<file path="config.mk">
export PLATFORM = sky130hd
export DESIGN_NAME = dvp_capture_dual
export DESIGN_NICKNAME = d
export VERILOG_FILES = /design/src/rtl/dvp_pkg.sv /design/src/rtl/dvp_byte_pair.sv /design/src/rtl/dvp_capture_dual.sv
export SDC_FILE = /design/constraint.sdc
export NUM_CORES = 1
export LEC_CHECK = 0
export CORE_UTILIZATION = 24
export CTS_CLUSTER_DIAMETER = 50
export DETAILED_ROUTE_END_ITERATION = 16
export PLACE_DENSITY_LB_ADDON = 0.1
export SETUP_SLACK_MARGIN = 0.05
export SYNTH_ARGS = -nofsm -noshare
export SYNTH_HDL_FRONTEND = slang
export SYNTH_SLANG_ARGS = --single-unit
</file>
<file path="constraint.sdc">
create_clock -name pclk -period 4.66 [get_ports pclk]
set_clock_uncertainty 0.05 [all_clocks]
set_input_delay 0.699 -clock pclk [delete_from_list [all_inputs] [get_ports pclk]]
set_output_delay 0.699 -clock pclk [all_outputs]
set_load 0.005 [all_outputs]
</file>
<file path="src/rtl/dvp_pkg.sv">
// dvp_pkg: shared types and constants for the dual-camera DVP receiver.
//   dvp_state_t     capture state machine encoding
//   DVP_H_PIX       active pixels per line (two bytes per pixel)
//   DVP_V_LINES     active lines per frame
//   DVP_LINE_PERIOD pclk cycles per line including blanking (stimulus use)
//   DVP_PIX_W       width of one assembled YCbCr 4:2:2 word
package dvp_pkg;

    typedef enum logic [2:0] {
        ST_IDLE,
        ST_WAIT_VS_FALL,
        ST_WAIT_LINE,
        ST_LINE,
        ST_FRAME_END
    } dvp_state_t;

    localparam int DVP_H_PIX       = 1280;
    localparam int DVP_V_LINES     = 720;
    localparam int DVP_LINE_PERIOD = 5688;
    localparam int DVP_PIX_W       = 16;

endpackage

</file>
<file path="src/rtl/dvp_byte_pair.sv">
// dvp_byte_pair: per-camera byte-to-word assembler.
//   clk, srst  clock and synchronous active-high reset
//   byte_en    a byte is present on din this cycle
//   phase      0: din is the high byte, 1: din completes the word
//   issue      word may be emitted (pixel lies inside the active width)
//   din        registered camera byte
//   word       {high byte, low byte}, held until the next completed pair
//   valid      one-cycle strobe, word updated on the previous edge
module dvp_byte_pair
    import dvp_pkg::*;
(
    input  logic                 clk,
    input  logic                 srst,
    input  logic                 byte_en,
    input  logic                 phase,
    input  logic                 issue,
    input  logic [7:0]           din,
    output logic [DVP_PIX_W-1:0] word,
    output logic                 valid
);

    logic [7:0]           hi_reg;
    logic [DVP_PIX_W-1:0] word_reg;
    logic                 valid_reg;

    always_ff @(posedge clk) begin
        if (srst) begin
            hi_reg    <= '0;
            word_reg  <= '0;
            valid_reg <= 1'b0;
        end else begin
            valid_reg <= byte_en & phase & issue;
            if (byte_en && !phase) begin
                hi_reg <= din;
            end
            if (byte_en && phase && issue) begin
                word_reg <= {hi_reg, din};
            end
        end
    end

    assign word  = word_reg;
    assign valid = valid_reg;

endmodule

</file>
<file path="src/rtl/dvp_capture_dual.sv">
// dvp_capture_dual: dual-camera DVP receiver producing a 16-bit pixel stream
// per camera with frame/line markers and coordinates.
//   pclk, reset          clock and synchronous active-high reset
//   enable               capture enable, sampled at frame start
//   VSYNC, HREF          shared frame / line strobes
//   D1, D2               camera byte buses
//   pix_valid, pix1/2    pixel strobe and assembled words
//   sof, eol, eof        frame start, line end, frame end markers
//   pix_x, line_y        coordinates of the current pixel
//   frame_cnt            completed frames (wraps)
//   err_line_len, err_frame_len  sticky length errors
// Optional build macro DVP_CAP_CHECK_EN adds the line/frame length checker
// and the two err_* ports; without it the data path is unchanged.
module dvp_capture_dual
    import dvp_pkg::*;
#(
    parameter int H_PIX   = DVP_H_PIX,
    parameter int V_LINES = DVP_V_LINES
) (
    input  logic                 pclk,
    input  logic                 reset,
    input  logic                 enable,
    input  logic                 VSYNC,
    input  logic                 HREF,
    input  logic [7:0]           D1,
    input  logic [7:0]           D2,
    output logic                 pix_valid,
    output logic [DVP_PIX_W-1:0] pix1,
    output logic [DVP_PIX_W-1:0] pix2,
    output logic                 sof,
    output logic                 eol,
    output logic                 eof,
    output logic [10:0]          pix_x,
    output logic [9:0]           line_y,
    output logic [5:0]           frame_cnt
`ifdef DVP_CAP_CHECK_EN
    ,
    output logic                 err_line_len,
    output logic                 err_frame_len
`endif
);

    localparam int          CAMS   = 2;
    localparam logic [10:0] X_END  = 11'(H_PIX);
    localparam logic [10:0] X_LAST = 11'(H_PIX - 1);
    localparam logic [9:0]  Y_LAST = 10'(V_LINES - 1);

    // ---------------- input stage ----------------
    logic s_vsync_reg, s_vsync_d_reg;
    logic s_href_reg,  s_href_d_reg;

    always_ff @(posedge pclk) begin
        if (reset) begin
            s_vsync_reg   <= 1'b0;
            s_vsync_d_reg <= 1'b0;
            s_href_reg    <= 1'b0;
            s_href_d_reg  <= 1'b0;
        end else begin
            s_vsync_reg   <= VSYNC;
            s_vsync_d_reg <= s_vsync_reg;
            s_href_reg    <= HREF;
            s_href_d_reg  <= s_href_reg;
        end
    end

    logic vs_rise, vs_fall, href_rise, href_fall;
    assign vs_rise   =  s_vsync_reg & ~s_vsync_d_reg;
    assign vs_fall   = ~s_vsync_reg &  s_vsync_d_reg;
    assign href_rise =  s_href_reg  & ~s_href_d_reg;
    assign href_fall = ~s_href_reg  &  s_href_d_reg;

    // ---------------- control ----------------
    dvp_state_t  state_reg;
    logic        phase_reg;
    logic [10:0] x_cnt_reg;
    logic [9:0]  y_cnt_reg;
    logic [5:0]  frame_cnt_reg;
    logic [10:0] pair_x_reg;
    logic [9:0]  pair_y_reg;
    logic        pair_sof_reg, pair_eol_reg, pair_eof_reg;

    logic line_start, byte_en, phase_cur, pix_issue, abort;

    // The HREF rising edge is seen in the same cycle the first byte sits in
    // the input register, so that byte is consumed as phase 0 right away and
    // LINE is entered with the phase already pointing at the low byte.
    assign line_start = (state_reg == ST_WAIT_LINE) && href_rise && !vs_rise;
    assign byte_en    = s_href_reg && !vs_rise && (line_start || state_reg == ST_LINE);
    assign phase_cur  = (state_reg == ST_LINE) && phase_reg;
    assign pix_issue  = byte_en && phase_cur && (x_cnt_reg < X_END);
    assign abort      = vs_rise && (state_reg == ST_WAIT_LINE || state_reg == ST_LINE);

    always_ff @(posedge pclk) begin
        if (reset) begin
            state_reg     <= ST_IDLE;
            phase_reg     <= 1'b0;
            x_cnt_reg     <= '0;
            y_cnt_reg     <= '0;
            frame_cnt_reg <= '0;
            pair_x_reg    <= '0;
            pair_y_reg    <= '0;
            pair_sof_reg  <= 1'b0;
            pair_eol_reg  <= 1'b0;
            pair_eof_reg  <= 1'b0;
        end else begin
            // Markers travel alongside the word in the pair stage.
            pair_sof_reg <= pix_issue && (x_cnt_reg == '0) && (y_cnt_reg == '0);
            pair_eol_reg <= pix_issue && (x_cnt_reg == X_LAST);
            pair_eof_reg <= pix_issue && (x_cnt_reg == X_LAST) && (y_cnt_reg == Y_LAST);
            if (pix_issue) begin
                pair_x_reg <= x_cnt_reg;
                pair_y_reg <= y_cnt_reg;
            end

            case (state_reg)
                ST_IDLE: begin
                    if (vs_rise && enable) begin
                        state_reg <= ST_WAIT_VS_FALL;
                        y_cnt_reg <= '0;
                    end
                end
                ST_WAIT_VS_FALL: begin
                    if (vs_fall) begin
                        state_reg <= ST_WAIT_LINE;
                    end
                end
                ST_WAIT_LINE: begin
                    if (abort) begin
                        state_reg <= enable ? ST_WAIT_VS_FALL : ST_IDLE;
                        y_cnt_reg <= '0;
                    end else if (line_start) begin
                        state_reg <= ST_LINE;
                        phase_reg <= 1'b1;
                        x_cnt_reg <= '0;
                    end
                end
                ST_LINE: begin
                    if (abort) begin
                        state_reg <= enable ? ST_WAIT_VS_FALL : ST_IDLE;
                        y_cnt_reg <= '0;
                    end else if (href_fall) begin
                        y_cnt_reg <= y_cnt_reg + 10'd1;
                        state_reg <= (y_cnt_reg == Y_LAST) ? ST_FRAME_END : ST_WAIT_LINE;
                    end else if (byte_en) begin
                        phase_reg <= ~phase_reg;
                        if (pix_issue) begin
                            x_cnt_reg <= x_cnt_reg + 11'd1;
                        end
                    end
                end
                ST_FRAME_END: begin
                    frame_cnt_reg <= frame_cnt_reg + 6'd1;
                    if (vs_rise && enable) begin
                        state_reg <= ST_WAIT_VS_FALL;
                        y_cnt_reg <= '0;
                    end else begin
                        state_reg <= ST_IDLE;
                    end
                end
                default: state_reg <= ST_IDLE;
            endcase
        end
    end

    // ---------------- per-camera assemblers ----------------
    logic [CAMS-1:0][7:0]           d_pins;
    logic [CAMS-1:0][DVP_PIX_W-1:0] pair_word;
    logic [CAMS-1:0]                pair_valid;

    assign d_pins = {D2, D1};

    genvar gi;
    generate
        for (gi = 0; gi < CAMS; gi++) begin : g_cam
            logic [7:0] s_d_reg;

            always_ff @(posedge pclk) begin
                if (reset) begin
                    s_d_reg <= '0;
                end else begin
                    s_d_reg <= d_pins[gi];
                end
            end

            dvp_byte_pair u_pair (
                .clk     (pclk),
                .srst    (reset),
                .byte_en (byte_en),
                .phase   (phase_cur),
                .issue   (pix_issue),
                .din     (s_d_reg),
                .word    (pair_word[gi]),
                .valid   (pair_valid[gi])
            );
        end
    endgenerate

    // ---------------- output stage ----------------
    always_ff @(posedge pclk) begin
        if (reset) begin
            pix_valid <= 1'b0;
            pix1      <= '0;
            pix2      <= '0;
            sof       <= 1'b0;
            eol       <= 1'b0;
            eof       <= 1'b0;
            pix_x     <= '0;
            line_y    <= '0;
        end else begin
            pix_valid <= &pair_valid;
            sof       <= pair_sof_reg;
            eol       <= pair_eol_reg;
            eof       <= pair_eof_reg;
            if (&pair_valid) begin
                pix1   <= pair_word[0];
                pix2   <= pair_word[1];
                pix_x  <= pair_x_reg;
                line_y <= pair_y_reg;
            end
        end
    end

    assign frame_cnt = frame_cnt_reg;

`ifdef DVP_CAP_CHECK_EN
    // ---------------- length checker ----------------
    localparam logic [11:0] LINE_BYTES = 12'(2 * H_PIX);

    logic [11:0] byte_cnt_reg;
    logic        after_frame_reg, extra_line_reg;
    logic        err_line_reg, err_frame_reg;

    always_ff @(posedge pclk) begin
        if (reset) begin
            byte_cnt_reg    <= '0;
            after_frame_reg <= 1'b0;
            extra_line_reg  <= 1'b0;
            err_line_reg    <= 1'b0;
            err_frame_reg   <= 1'b0;
        end else begin
            // Saturating byte count of the current line.
            if (line_start) begin
                byte_cnt_reg <= 12'd1;
            end else if (byte_en && byte_cnt_reg != '1) begin
                byte_cnt_reg <= byte_cnt_reg + 12'd1;
            end
            if (state_reg == ST_LINE && href_fall && !vs_rise && byte_cnt_reg != LINE_BYTES) begin
                err_line_reg <= 1'b1;
            end
            // Lines arriving between frame completion and the next VSYNC
            // mean the frame was longer than V_LINES.
            if (vs_rise) begin
                after_frame_reg <= 1'b0;
            end else if (state_reg == ST_FRAME_END) begin
                after_frame_reg <= 1'b1;
            end
            if (vs_rise) begin
                extra_line_reg <= 1'b0;
            end else if (after_frame_reg && href_rise && !s_vsync_reg) begin
                extra_line_reg <= 1'b1;
            end
            if (abort || (vs_rise && extra_line_reg)) begin
                err_frame_reg <= 1'b1;
            end
        end
    end

    assign err_line_len  = err_line_reg;
    assign err_frame_len = err_frame_reg;
`endif

endmodule

</file>
==> results.toml <==
[sta]
rsz0062_at_grt = "no"
finalCritPeriodShare = 0.589
setup_ws_ns = 1.92
setup_violations = 0
setup_tns_ns = 0
drv_slew = 0
hold_viol_final = 0
fin_crit_ns = 2.74
worst_pin_slew_ns = 1.16
slew-limit-headroom = 0.229
timing.fmax_mhz = 364
holdWs_ns = 0.381

[global_routing]
grt_max_degree = 90
grt.overflow.total = 0
grt_pass1_wl_um = 25600
grt_pass1_vias = 4965
antenna_found_initial = 0
grt_use_total = 0.113

[cts]
post_cts_resized = 0
cts_buffers = 17
clk_latency_ns = 0.42
postCtsSetupRepairBufs = 0
clock-sinks = 181
path_clk_slew_ns = 0.07
postCtsHoldBufs = 0
cts_tree = "done"
htree_levels = 4
root_buffer = "clkbuf_16"
clock_path_buffers = 2

[floorplan]
fp.dieH_um = 169
std_cell_rows = 60
die_w_um = 169
io_pins = 84
dieArea_um2 = 28500
start_util = 0.246
core-area_um2 = 27100

[detailed_routing]
routed_wirelength_um = 15500
firstDrtPassIters = 4
dr_wl_met3_um = 524
vias = 4956
via_per_inst = 4.23
met1_length_um = 7600
ant_nets = 0
topRoutingLayerUsed = "met4"
wl_met2_um = 7240
drc_errors = 0
dr.first_iter.drc_count = 182
wl_per_cell_um = 13.3

[logic_synthesis]
synth_ff_type = "dfxtp_1"
async_flop_share = 0
synth_edf_count = 0
ys_seq_area_frac = 0.543
synthCells = 727
synth_warnings = 0
ys_types = 48
synth_area_um2 = 6680
syn_nets = 753
ys_seq_elements = 181
avgSynthCellArea_um2 = 9.19

[power_and_ir_drop]
p_leak_nw = 2.75
finalPower_mw = 3.06
ir_drop_uv = 166
p_per_area_nw_per_um2 = 365

[final_layout]
layout_commonest_cell = "dfxtp_1"
area_delta_synth_final_pct = 25.6
final_core_util = 0.309
largest_reg_flops = 32
antenna_cells = 0
fin_nets = 813
drive_gt1_frac = 0.0563
mostFrequentLayoutCells = "dfxtp_1 (180), nand2_1 (124), nor2_1 (102)"

[worst_setup_path]
timing.critical_path.from = "state_reg[0]$_SDFFE_PP0P_"
r2r-start = "state_reg[0]$_SDFFE_PP0P_"
endpoint_kind = "flop"
reg2reg_slack_ns = 1.92
path_max_fanout = 40
reg2reg_to = "pair_x_reg[10]$_SDFFE_PP0P_"
cp.required_ns = 4.97
reg2regPathDepth = 6
cp-start-kind = "flop"
critPathKind = "flop to flop"
worstPathArrival_ns = 3.05

[min_path]
holdPathEnd = "eof$_SDFF_PP0_"
min_from = "pair_eof_reg$_SDFF_PP0_"
hold_class = "flop to flop"
whs_path_depth = 1

[job]
maxCapViolCount = 0

[place]
dp_hpwl_um = 9920
port_buffers = 83
routabilityCongestion = 0.766
post-place-ws_ns = 1.86

[status]
status = "complete, no violations"
==> worst max path at each step <==
stage                                                 endpoint  slack [ns]  depth (start not counted)
after floorplan                      y_cnt_reg[9]$_SDFFE_PP0P_        2.71                          5
after global placement               y_cnt_reg[9]$_SDFFE_PP0P_        1.99                          6
after detailed placement           pair_x_reg[10]$_SDFFE_PP0P_        1.86                          6
after CTS                          pair_x_reg[10]$_SDFFE_PP0P_        1.86                          6
after global routing      g_cam[1].u_pair.word[8]$_SDFFE_PP0P_        1.62                          6
final                              pair_x_reg[10]$_SDFFE_PP0P_        1.92                          6
==> cells by family (layout without fill, tap and decap cells) <==
group                    count (synthesis)  count (layout)  synth area share
AND/OR/NAND/NOR                        306             306             0.206
multiplexers                            70              70             0.105
flip-flops                             181             181             0.543
XOR/XNOR                                13              13            0.0170
buffers and inverters                   52             125            0.0337
adder cells (fa/ha/maj)                  5               5           0.00937
AO/OA/AOI/OAI                          100             100            0.0862
==> cells in the mapped netlist, drive strengths merged, types with 4 or more instances <==
cell,n,share of area
a211oi,4,0.0045
a21oi,69,0.052
and3,7,0.0066
and4,4,0.0052
buf,18,0.015
clkbuf,27,0.015
dfxtp,181,0.54
ha,5,0.0094
inv,7,0.0039
mux2i,70,0.10
nand2,124,0.070
nand3,10,0.010
nand4,4,0.0037
nor2,103,0.058
nor2b,26,0.024
nor3,8,0.0067
o2111ai,5,0.0066
o21ai,11,0.0082
xnor2,4,0.0052
xor2,9,0.012
==> metal layers <==
| metal | track usage | vias up |
|---|---|---|
| li1 | - | 2548 |
| met1 | 0.145 | 2315 |
| met2 | 0.185 | 86 |
| met3 | 0.0248 | 7 |
| met4 | 0.0427 | 0 |
| met5 | 0 | - |
==> per-stage QoR <==
stage / std cells / cell area [um2]
after detailed placement: 1140 / 7800
after floorplan: 727 / 6680
after global placement: 1140 / 7800
after global routing: 1172 / 8390
after CTS: 1172 / 8390
final: 1172 / 8390
==> power by group <==
group	switching, mW	total [mW]	internal, mW
Clock	0.659	1.43	0.773
Combinational	0.0363	0.0613	0.0250
Sequential	0.00972	1.56	1.55
Total	0.705	3.06	2.35
==> final cells by class <==
cell class | count | area (um2)
multi-input combinational | 494 | 2840
timing repair buffer | 86 | 851
tap | 372 | 465
sequential | 181 | 3630
inverter | 7 | 26.3
clock buffer | 19 | 443
clock inverter | 13 | 139
fill | 2840 | 18700
==> worst max-delay path, stage by stage, from the launching register on <==
cell and delay (ns):
dfxtp_1 0.61, and3b_1 0.45, nand3_4 0.17, nor2_4 0.75
buf_4 0.41, nand2_1 0.11, a21oi_1 0.12
Note: power is estimated with default switching activity, not from simulation.
